==> config.mk <==
export PLATFORM = sky130hd
export DESIGN_NAME = pattern_tx
export DESIGN_NICKNAME = d
export VERILOG_FILES = /design/src/rtl/pattern_tx.sv
export SDC_FILE = /design/constraint.sdc
export NUM_CORES = 1
export LEC_CHECK = 0
export CORE_ASPECT_RATIO = 1.2
export CORE_UTILIZATION = 35
export DETAILED_ROUTE_END_ITERATION = 8
export PLACE_DENSITY = 0.55
export SYNTH_ARGS = -nofsm -noshare
export SYNTH_HDL_FRONTEND = slang
export SYNTH_SLANG_ARGS = --single-unit
==> constraint.sdc <==
create_clock -name clk -period 2.62 [get_ports clk]
set_input_delay 0.262 -clock clk [delete_from_list [all_inputs] [get_ports clk]]
set_output_delay 0.262 -clock clk [all_outputs]
set_load 0.02 [all_outputs]
==> src/rtl/pattern_tx.sv <==
// Serial frame transmitter: shifts len payload bits MSB-first, optional even parity (TX_PARITY_EN), then GAP_CYCLES idle.
// Latency: first bit on data one cycle after the load_valid/load_ready handshake; out counts completed frames mod 8.
// Backpressure: load_ready is high only in IDLE, so requests wait until the previous frame and its gap have finished.
module pattern_tx #(
    parameter int GAP_CYCLES = 2
) (
    input  logic       clk,
    input  logic       rst_n,
    input  logic       load_valid,
    input  logic [7:0] load_data,
    input  logic [3:0] load_len,
    input  logic       abort,
    output logic       load_ready,
    output logic       data,
    output logic       data_valid,
    output logic       busy,
    output logic [2:0] out
);

    localparam logic [3:0] GAP_LAST = 4'(GAP_CYCLES - 1);

    typedef enum logic [1:0] {
        IDLE  = 2'd0,
        SHIFT = 2'd1,
`ifdef TX_PARITY_EN
        PAR   = 2'd2,
`endif
        GAP   = 2'd3
    } state_t;

    state_t     state_q, state_d;
    logic [7:0] shift_q, shift_d;
    logic [2:0] cnt_q,   cnt_d;
    logic [3:0] gap_q,   gap_d;
    logic       data_q,  data_d;
    logic       vld_q,   vld_d;
    logic       rdy_q,   rdy_d;
    logic [2:0] out_q,   out_d;
`ifdef TX_PARITY_EN
    logic       parity_q, parity_d;
    logic [7:0] len_mask;
`endif

    logic [3:0] eff_len;
    logic [7:0] aligned;

    // Zero and out-of-range lengths both mean a full byte.
    assign eff_len = (load_len == 4'd0 || load_len > 4'd8) ? 4'd8 : load_len;
    // Left-justify the payload so bit 7 is always the next bit to send.
    assign aligned = load_data << (4'd8 - eff_len);
`ifdef TX_PARITY_EN
    assign len_mask = 8'hFF >> (4'd8 - eff_len);
`endif

    always_comb begin
        state_d  = state_q;
        shift_d  = shift_q;
        cnt_d    = cnt_q;
        gap_d    = gap_q;
        data_d   = 1'b0;
        vld_d    = 1'b0;
        rdy_d    = 1'b0;
        out_d    = out_q;
`ifdef TX_PARITY_EN
        parity_d = parity_q;
`endif
        case (state_q)
            IDLE: begin
                rdy_d = 1'b1;
                if (load_valid && rdy_q && !abort) begin
                    state_d  = SHIFT;
                    data_d   = aligned[7];
                    vld_d    = 1'b1;
                    shift_d  = {aligned[6:0], 1'b0};
                    cnt_d    = 3'(eff_len - 4'd1);
                    rdy_d    = 1'b0;
`ifdef TX_PARITY_EN
                    parity_d = ^(load_data & len_mask);
`endif
                end
            end
            SHIFT: begin
                if (abort) begin
                    state_d = IDLE;
                    rdy_d   = 1'b1;
                end else if (cnt_q != 3'd0) begin
                    data_d  = shift_q[7];
                    vld_d   = 1'b1;
                    shift_d = {shift_q[6:0], 1'b0};
                    cnt_d   = cnt_q - 3'd1;
                end else begin
`ifdef TX_PARITY_EN
                    state_d = PAR;
                    data_d  = parity_q;
                    vld_d   = 1'b1;
`else
                    state_d = GAP;
                    gap_d   = GAP_LAST;
                    out_d   = out_q + 3'd1;
`endif
                end
            end
`ifdef TX_PARITY_EN
            PAR: begin
                if (abort) begin
                    state_d = IDLE;
                    rdy_d   = 1'b1;
                end else begin
                    state_d = GAP;
                    gap_d   = GAP_LAST;
                    out_d   = out_q + 3'd1;
                end
            end
`endif
            GAP: begin
                if (abort || gap_q == 4'd0) begin
                    state_d = IDLE;
                    rdy_d   = 1'b1;
                end else begin
                    gap_d = gap_q - 4'd1;
                end
            end
            default: begin
                state_d = IDLE;
                rdy_d   = 1'b1;
            end
        endcase
    end

    always_ff @(posedge clk) begin
        if (!rst_n) begin
            state_q  <= IDLE;
            shift_q  <= 8'd0;
            cnt_q    <= 3'd0;
            gap_q    <= 4'd0;
            data_q   <= 1'b0;
            vld_q    <= 1'b0;
            rdy_q    <= 1'b0;
            out_q    <= 3'd0;
`ifdef TX_PARITY_EN
            parity_q <= 1'b0;
`endif
        end else begin
            state_q  <= state_d;
            shift_q  <= shift_d;
            cnt_q    <= cnt_d;
            gap_q    <= gap_d;
            data_q   <= data_d;
            vld_q    <= vld_d;
            rdy_q    <= rdy_d;
            out_q    <= out_d;
`ifdef TX_PARITY_EN
            parity_q <= parity_d;
`endif
        end
    end

    assign load_ready = rdy_q;
    assign data       = data_q;
    assign data_valid = vld_q;
    assign busy       = (state_q != IDLE);
    assign out        = out_q;

endmodule
---- Word-level counts from Yosys, hierarchy flattened ----
Cells that the tools add are included.
operators by class
  add/subtract/negate cells ............... 5
  multiply operators ...................... 0
  divide/modulo/power cells ............... 0
  $lt $le $gt $ge ......................... 1
  eq/ne operators ......................... 9
  shifts and indexed selects .............. 1
  multiplexer cells ....................... 30
  bitwise operators ....................... 2
  reductions and logical operators ........ 16
operators by type and width
  kind                   number
  $mux W8                3
  $mux W4                4
  $pmux W8 S2            1
  $ne A2 B2 Y1 const B   6
  $mux W1                9
  $mux W3                3
  $logic_not A4 Y1       2
  $mux W2                4
  $pmux W4 S2            1
  $reduce_and A4 Y1      2
  $shl A8 B4 Y8          1
  $pmux W2 S3            1
  $pmux W3 S2            1
  $reduce_and A3 Y1      2
  $reduce_bool A2 Y1     3
  $sub A3 B1 Y3 const B  2
  $gt A4 B4 Y1 const B   1
  $pmux W1 S2            2
  $sub A4 B1 Y4 const B  1
  $sub A4 B4 Y4 const A  1
  $add A3 B1 Y3 const B  1
  $ne A3 B3 Y1 const B   1
  $pmux W1 S3            1
  $reduce_bool A3 Y1     1
  7 further kinds        10
word-level totals
  register bits after elaboration ......... 23
  latch bits .............................. 0
  memory bits (writable) .................. 0
  ROM bits ................................ 0
  bits of input ports ..................... 16
  output and inout port bits .............. 7
  logic and storage cells ................. 72
  memories ................................ 0

---- Longest topological paths before layout ----
Gate-level depths: netlist of the first run.
  word-level depth ........................ 7
  mapped depth ............................ 9
  mapped depth without buffers ............ 8

---- Least setup slack after synthesis of the first run ----
OpenSTA, ideal clock, no wires.
  path type ............................... input -> register
  start point ............................. input load_len[0]
  end point ............................... register shift_q[5]
  arrival time ............................ 1.841 ns
  data required time ...................... 2.532 ns
  slack ................................... 0.692 ns
  stages .................................. 8
  cells stage by stage .................... nor2b_2 buf_6 inv_2 ha_1 xor2_1 mux2_2 o221a_2 nor4_2
between the ends
  word-level cells in the longest chain between the ends .. 7
  elaborated cells on any way between the ends .. 8
  those cells by class .................... add/sub (1); order compare (1); shift (1); mux (3); reduce/logical (2)
RTL lines
  item                                                     line  RTL
  from (decl)                                              11    input logic [3:0] load_len,
  $gt A4 B4 Y1 / $logic_not A4 Y1 (equally long branches)  48    assign eff_len = (load_len == 4'd0 || load_len > 4'd8) ? 4'd8 : load_len;
  $logic_or A1 B1 Y1                                       48
  $mux W4 *                                                48
  $sub A4 B4 Y4 *                                          50    assign aligned = load_data << (4'd8 - eff_len);
  $shl A8 B4 Y8 *                                          50
  $mux W8 *                                                70    if (load_valid && rdy_q && !abort) begin
  $pmux W8 S2 *                                            67    case (state_q)
  to (signal assigned)                                     145   shift_q <= shift_d;
  to (decl)                                                32    logic [7:0] shift_q, shift_d;
Mark *: on every way between the ends. The rest lies on a longest branch, timed or not. The select of a mux whose other input is x is not followed.
A chain may end at the register's enable or synchronous reset.

---- Final worst setup path of the first run ----
  start point ............................. input load_len[3]
  end point ............................... register shift_q[5]
The elaborated chain is that of the path after synthesis.

==> flow_summary.yaml, run 1 <==
synth:
  most_numerous_cell_in_the_yosys_netlist: "dfxtp_1"
  ys_warn_count: 0
  synth_largest_area_cell: "dfxtp_1"
  mappedNetlistNets: 182
  number_of_enable_flip_flop_cells_after_synthesis: 0
  synth.cells.most_frequent: "dfxtp_1 (22), nand2_1 (21), nor2_1 (18), a21oi_1 (11), mux2i_1 (8)"
  synth-seq-area-share_pct: 32.7
  postSynthCellCount: 161
  dominantRegCellSynth: "dfxtp_1"
  postSynth.asyncResetShare_pct: 0
  mappedNetlistArea_sq_mm: 0.00135
  yosys_register_bits: 22
  synth.lib_cells_used.distinct: 44
  post_synth.cell_area_avg_sq_um: 8.38
  synth_top_area_share_pct: 32.7
  synth_area_leaders: "dfxtp_1 (33%), mux2i_1 (5.9%), nand2_1 (5.8%)"
clock_tree:
  clock_tree_from_tritoncts: "yes"
  clockRootBuffer: "clkbuf_8"
  cts.repair.resized: 0
  clock_sink_count: 22
  cts.hold.buffers_added: 0
  post-cts-setup-buffer-count: 0
  clk_latency_ns: 0.26
  cts.htree.levels: 1
  clk_path_buf_depth: 2
  number_of_cts_inserted_buffers: 3
  clk_pin_slew_ns: 0.08
placed_design:
  place_ws_ns: 0.133
  placement.io_buffers: 22
  placedInstanceArea_sq_mm: 0.00163
  place_congestion: 0.751
  dp_hpwl_mm: 2.44
outcome:
  outcome: "complete, no violations"
layout:
  drive_above_1_share_pct: 12.6
  post_synthesis_to_final_layout_area_growth_pct: 23.9
  layout.filler_cells: 386
  finish.utilization_pct: 45.6
  layout.nets: 206
  insertedDiodeCount: 0
  stdcell_area_sq_mm: 0.00167
job:
  max_cap_violations: 0
sta:
  finClkSkew_ns: 0.00111
  final_period_demand_of_the_worst_path_ns: 2.21
  final.hold.worst_slack_ns: 0.460
  finalHoldViolCount: 0
  setup_slack_ns: 0.409
  worstMarginPinSlew_ns: 0.552
  rsz0062_at_grt: "false"
  fmax_mhz: 452
  finalMaxSlewViolations: 0
  timing.setup.tns_ns: 0
  setup_viols_final: 0
  fin_crit_sh_pct: 84.4
  slew-limit-headroom_pct: 63.1
route:
  wirelength_mm: 3.09
  detail_route.vias_per_cell: 5.11
  num_vias: 1201
  route.detailed.wl_per_inst_um: 13.1
  firstDrtPassIters: 4
  post-route-drc-count: 0
  drt.antenna.violating_nets: 0
  number_of_violations_reported_at_the_end_of_detailed_routing_iteration_0: 41
global_routing:
  track_usage_pct: 16.9
  grt_start_max_net_pins: 16
  grt_remaining_overflow: 0
  grt_first_pass_wirelength_mm: 5.40
  grt_pass1_vias: 1188
  antenna_violations_before_repair: 0
setup_path:
  timing.critical_path.required_ns: 2.80
  cpPeakStageDelay_ns: 0.48
  crit_fanout: 4
  cp_slowest_cell: "clkdlybuf4s50_1"
  cp.buffers_inverters: 2
  rrSetupSlack_ns: 0.71
  critPathTopFamily: "buffers and inverters"
  cp-start-kind: "input pin"
  crit_type: "in -> reg"
  critPathCaptureType: "register"
  critical_path.cell_chain: "clkdlybuf4s50_1 > nor2b_2 > inv_2 > ha_1 > xor2_1 > mux2_2 > o221a_2 > nor4_2"
  arrival_ns: 2.39
hold_path:
  timing.hold.worst.class: "reg -> reg"
floorplanning:
  io-pin-count: 23
  fp.dieW_um: 58.7
  design.die.area_sq_mm: 0.00411
  floorplan.core_area_sq_mm: 0.00366
  die_height_um: 70.0
  placement_rows: 24
  floorplan.initialDensity_pct: 36.8
pwr:
  peakVddDrop_mv: 0.252
  p_leak_nw: 0.623
  p_per_area_mw_per_mm2: 727
==> cell usage in the layout (no fill, tap or decap), types with 4 or more instances in the layout <==
master	n
a21oi_1	11
buf_4	5
clkdlybuf4s50_1	22
dfxtp_1	22
ha_1	5
inv_1	5
mux2i_1	8
nand2_1	21
nand3_1	4
nor2_1	18
nor3_1	6
o21ai_0	6
==> per-stage QoR <==
stage                     instances  power, W
after global routing            235   0.00131
after global placement          232   0.00101
final                           235   0.00122
after CTS                       235   0.00122
after detailed placement        232   0.00101
after floorplan                 161  0.000830
==> flip-flops by register name, indices dropped and copies added, names as in the netlist <==
| register | count |
|---|---|
| gap_q | 4 |
| data_valid | 1 |
| out | 3 |
| load_ready | 1 |
| shift_q | 7 |
| data | 1 |
| state_q | 2 |
| cnt_q | 3 |
==> metal layers <==
| metal | vias to the layer above | global-route usage, % | routed length (um) |
|---|---|---|---|
| met2 | 17 | 30.8 | 1600 |
| met4 | 0 | 6.35 | 25 |
| met1 | 564 | 20.2 | 1380 |
| li1 | 618 | - | - |
| met5 | - | 0 | 0 |
| met3 | 2 | 1.30 | 73 |
==> kinds of logic after synthesis <==
logic type / share of synthesized area (%)
AO/OA/AOI/OAI: 16.1
AND/OR/NAND/NOR: 26.7
flip-flops: 32.7
buffers and inverters: 4.73
adder cells (fa/ha/maj): 4.64
multiplexers: 11.2
XOR/XNOR: 3.90
==> final cells by class <==
| type | count | area (sq um) | area share [%] |
|---|---|---|---|
| flip-flops and latches | 22 | 440 | 26.3 |
| repair buffers | 27 | 258 | 15.4 |
| multi-input cells | 125 | 845 | 50.5 |
| well taps | 52 | 65.1 | 3.89 |
| inverters | 6 | 22.5 | 1.35 |
| clock buffers | 3 | 41.3 | 2.47 |
==> final timing paths <==
path / start / endpoint / depth (start not counted)
hold reg to reg: shift_q[1]$_SDFFE_PN0P_ / shift_q[1]$_SDFFE_PN0P_ / 2
hold / removal: shift_q[1]$_SDFFE_PN0P_ / shift_q[1]$_SDFFE_PN0P_ / 2
setup reg to reg: state_q[1]$_SDFFE_PN0P_ / cnt_q[2]$_SDFFE_PN0P_ / 7
setup / recovery: load_len[3] / shift_q[5]$_SDFFE_PN0P_ / 8
==> worst min-delay path, stage by stage, from the launching register on <==
cell     delay, ns
dfxtp_1       0.31
nand2_1       0.05
a21oi_1       0.05
==> power breakdown <==
group	internal, W	switching [W]	total (W)
Combinational	0.000241	0.000322	0.000562
Sequential	0.000399	0.0000445	0.000444
Clock	0.000103	0.000107	0.000210
Total	0.000743	0.000473	0.00122
Note: power is estimated with default switching activity, not from simulation.
==> run 2, diff against run 1 <==
==> constraint.sdc (replaced) <==
create_clock -name clk -period 2.3 [get_ports clk]
set_input_delay 0.23 -clock clk [delete_from_list [all_inputs] [get_ports clk]]
set_output_delay 0.23 -clock clk [all_outputs]
set_load 0.02 [all_outputs]
==> run 2 against run 1 <==
Effect of this change:
- largest cell class unchanged
- clock skew up 0.00071 ns
- via count is 1.9% higher
- register-to-register slack worse by 0.19 ns
- sequential power increased by 14%
- first-iteration DRC count decreased by 41%
==> flow_summary.yaml, run 2 (synthesis gave the netlist of run 1 again) <==
outcome:
  outcome: "complete, no violations"
floorplanning:
  fp.dieW_um: 58.7
  io-pin-count: 23
  design.die.area_sq_mm: 0.00411
  die_height_um: 70.0
  floorplan.initialDensity_pct: 36.8
  floorplan.core_area_sq_mm: 0.00366
  placement_rows: 24
sta:
  fin_crit_sh_pct: 87.1
  slew-limit-headroom_pct: 64.6
  final.hold.worst_slack_ns: 0.461
  finClkSkew_ns: 0.00181
  rsz0062_at_grt: "false"
  setup_slack_ns: 0.297
  worstMarginPinSlew_ns: 0.531
  setup_viols_final: 0
  fmax_mhz: 499
  final_period_demand_of_the_worst_path_ns: 2.00
  finalHoldViolCount: 0
  finalMaxSlewViolations: 0
  timing.setup.tns_ns: 0
pwr:
  cell_internal_pwr_w: 0.000906
  net_switching_component_of_the_power_w: 0.000541
  p_comb_share_pct: 46.1
  p_leak_nw: 0.661
  peakVddDrop_mv: 0.296
  power.clock.fraction_pct: 18.9
  seq_power_share_pct: 35.0
  p_per_area_mw_per_mm2: 836
  swShare_pct: 37.4
  totalPowerFinal_w: 0.00145
setup_path:
  timing.critical_path.required_ns: 2.49
  reg_to_reg_start: "state_q[0]$_SDFFE_PN0P_"
  rrSetupSlack_ns: 0.52
  cp_slowest_cell: "mux4_2"
  arrival_ns: 2.19
  crit_type: "in -> reg"
  critical_path.cell_chain: "clkdlybuf4s50_1 > nor2b_2 > inv_2 > ha_1 > xor2_1 > buf_4 > mux4_2 > o22ai_1"
  reg_to_reg_endpoint: "cnt_q[2]$_SDFFE_PN0P_"
  critPathCaptureType: "register"
  crit_fanout: 3
  cpPeakStageDelay_ns: 0.48
  timing.reg2reg.worst_path_depth: 7
  critPathTopFamily: "buffers and inverters"
  cp-start-kind: "input pin"
  cp.buffers_inverters: 3
clock_tree:
  clk_latency_ns: 0.26
  clock_sink_count: 22
  cts.htree.levels: 1
  post-cts-setup-buffer-count: 0
  clockRootBuffer: "clkbuf_8"
  cts.repair.resized: 0
  clock_tree_from_tritoncts: "yes"
  cts.hold.buffers_added: 0
  clk_path_buf_depth: 2
  number_of_cts_inserted_buffers: 3
  clk_pin_slew_ns: 0.08
layout:
  final_cell_mix: "dfxtp_1 (22), clkdlybuf4s50_1 (22), nand2_1 (21), nor2_1 (18)"
  post_synthesis_to_final_layout_area_growth_pct: 28.3
  leading_registers_by_flop_count: "shift_q (7), gap_q (4)"
  largest_register_ffs: 7
  insertedDiodeCount: 0
  drive_above_1_share_pct: 15.8
  largest-register: "shift_q"
  finish.utilization_pct: 47.2
  layout.nets: 212
route:
  drt.antenna.violating_nets: 0
  number_of_violations_reported_at_the_end_of_detailed_routing_iteration_0: 24
  post-route-drc-count: 0
  wirelength_mm: 3.00
  num_vias: 1224
  firstDrtPassIters: 4
  route.detailed.wl_per_inst_um: 12.4
  detail_route.vias_per_cell: 5.06
hold_path:
  timing.hold.worst.start: "shift_q[1]$_SDFFE_PN0P_"
  timing.hold.worst.class: "reg -> reg"
  hold-path-endpoint: "shift_q[1]$_SDFFE_PN0P_"
  holdPathStages: 2
placed_design:
  dp_hpwl_mm: 2.40
  place_ws_ns: -0.000492
  placement.io_buffers: 22
  place_congestion: 0.728
global_routing:
  grt_remaining_overflow: 0
  track_usage_pct: 16.8
  grt_first_pass_wirelength_mm: 5.47
  grt_pass1_vias: 1266
  grt_start_max_net_pins: 16
  antenna_violations_before_repair: 0
job:
  max_cap_violations: 0
## run 2: cell count changes in the layout (fill, tap and decap cells not counted), sizes merged
| cell | before | now |
|---|---|---|
| buf | 5 | 11 |
| clkbuf | 3 | 4 |
## run 2: metrics by stage
stage	cells	instance area, sq um
2_1_floorplan	161	1350
3_3_place_gp	238	1680
3_5_place_dp	238	1680
4_1_cts	242	1730
5_1_grt	242	1730
6_report	242	1730
## run 2: worst max-delay path by stage
| stage | start | to | slack (ns) | depth (start not counted) |
|---|---|---|---|---|
| 4_1_cts | load_len[0] | shift_q[6]$_SDFFE_PN0P_ | 0.28 | 8 |
| 6_report | load_len[0] | data$_SDFF_PN0_ | 0.30 | 8 |
| 3_3_place_gp | load_len[0] | shift_q[5]$_SDFFE_PN0P_ | 0.07 | 8 |
| 5_1_grt | load_len[3] | shift_q[5]$_SDFFE_PN0P_ | 0.14 | 8 |
| 3_5_place_dp | load_len[0] | shift_q[6]$_SDFFE_PN0P_ | -0.0005 | 8 |
| 2_1_floorplan | load_len[0] | shift_q[5]$_SDFFE_PN0P_ | 0.40 | 8 |
## run 2: area by class of cell
class	count	area (sq um)
clock buffers	4	55.1
fillers	396	1930
inverters	6	22.5
multi-input cells	125	845
flip-flops and latches	22	440
well taps	52	65.1
repair buffers	33	303
## run 2: tightest hold or removal path: stages, from the launching register on
cell and delay [ns]:
dfxtp_1 0.32, nand2_1 0.05, a21oi_1 0.05
## run 2: power by group through the flow
stage / clock network [W] / logic [W] / registers [W]
6_report: 0.000273 / 0.000668 / 0.000506
5_1_grt: 0.000298 / 0.000750 / 0.000518
4_1_cts: 0.000285 / 0.000673 / 0.000506
3_5_place_dp: 0 / 0.000671 / 0.000515
3_3_place_gp: 0 / 0.000667 / 0.000512
2_1_floorplan: 0 / 0.000425 / 0.000521
## run 2: per-layer routing
metal / GRT usage (%) / routed length, um / up-vias
met5: 0 / 0 / -
met4: 5.56 / 25 / 0
met3: 1.30 / 90 / 2
met2: 30.1 / 1560 / 23
met1: 20.5 / 1330 / 563
li1: - / - / 636
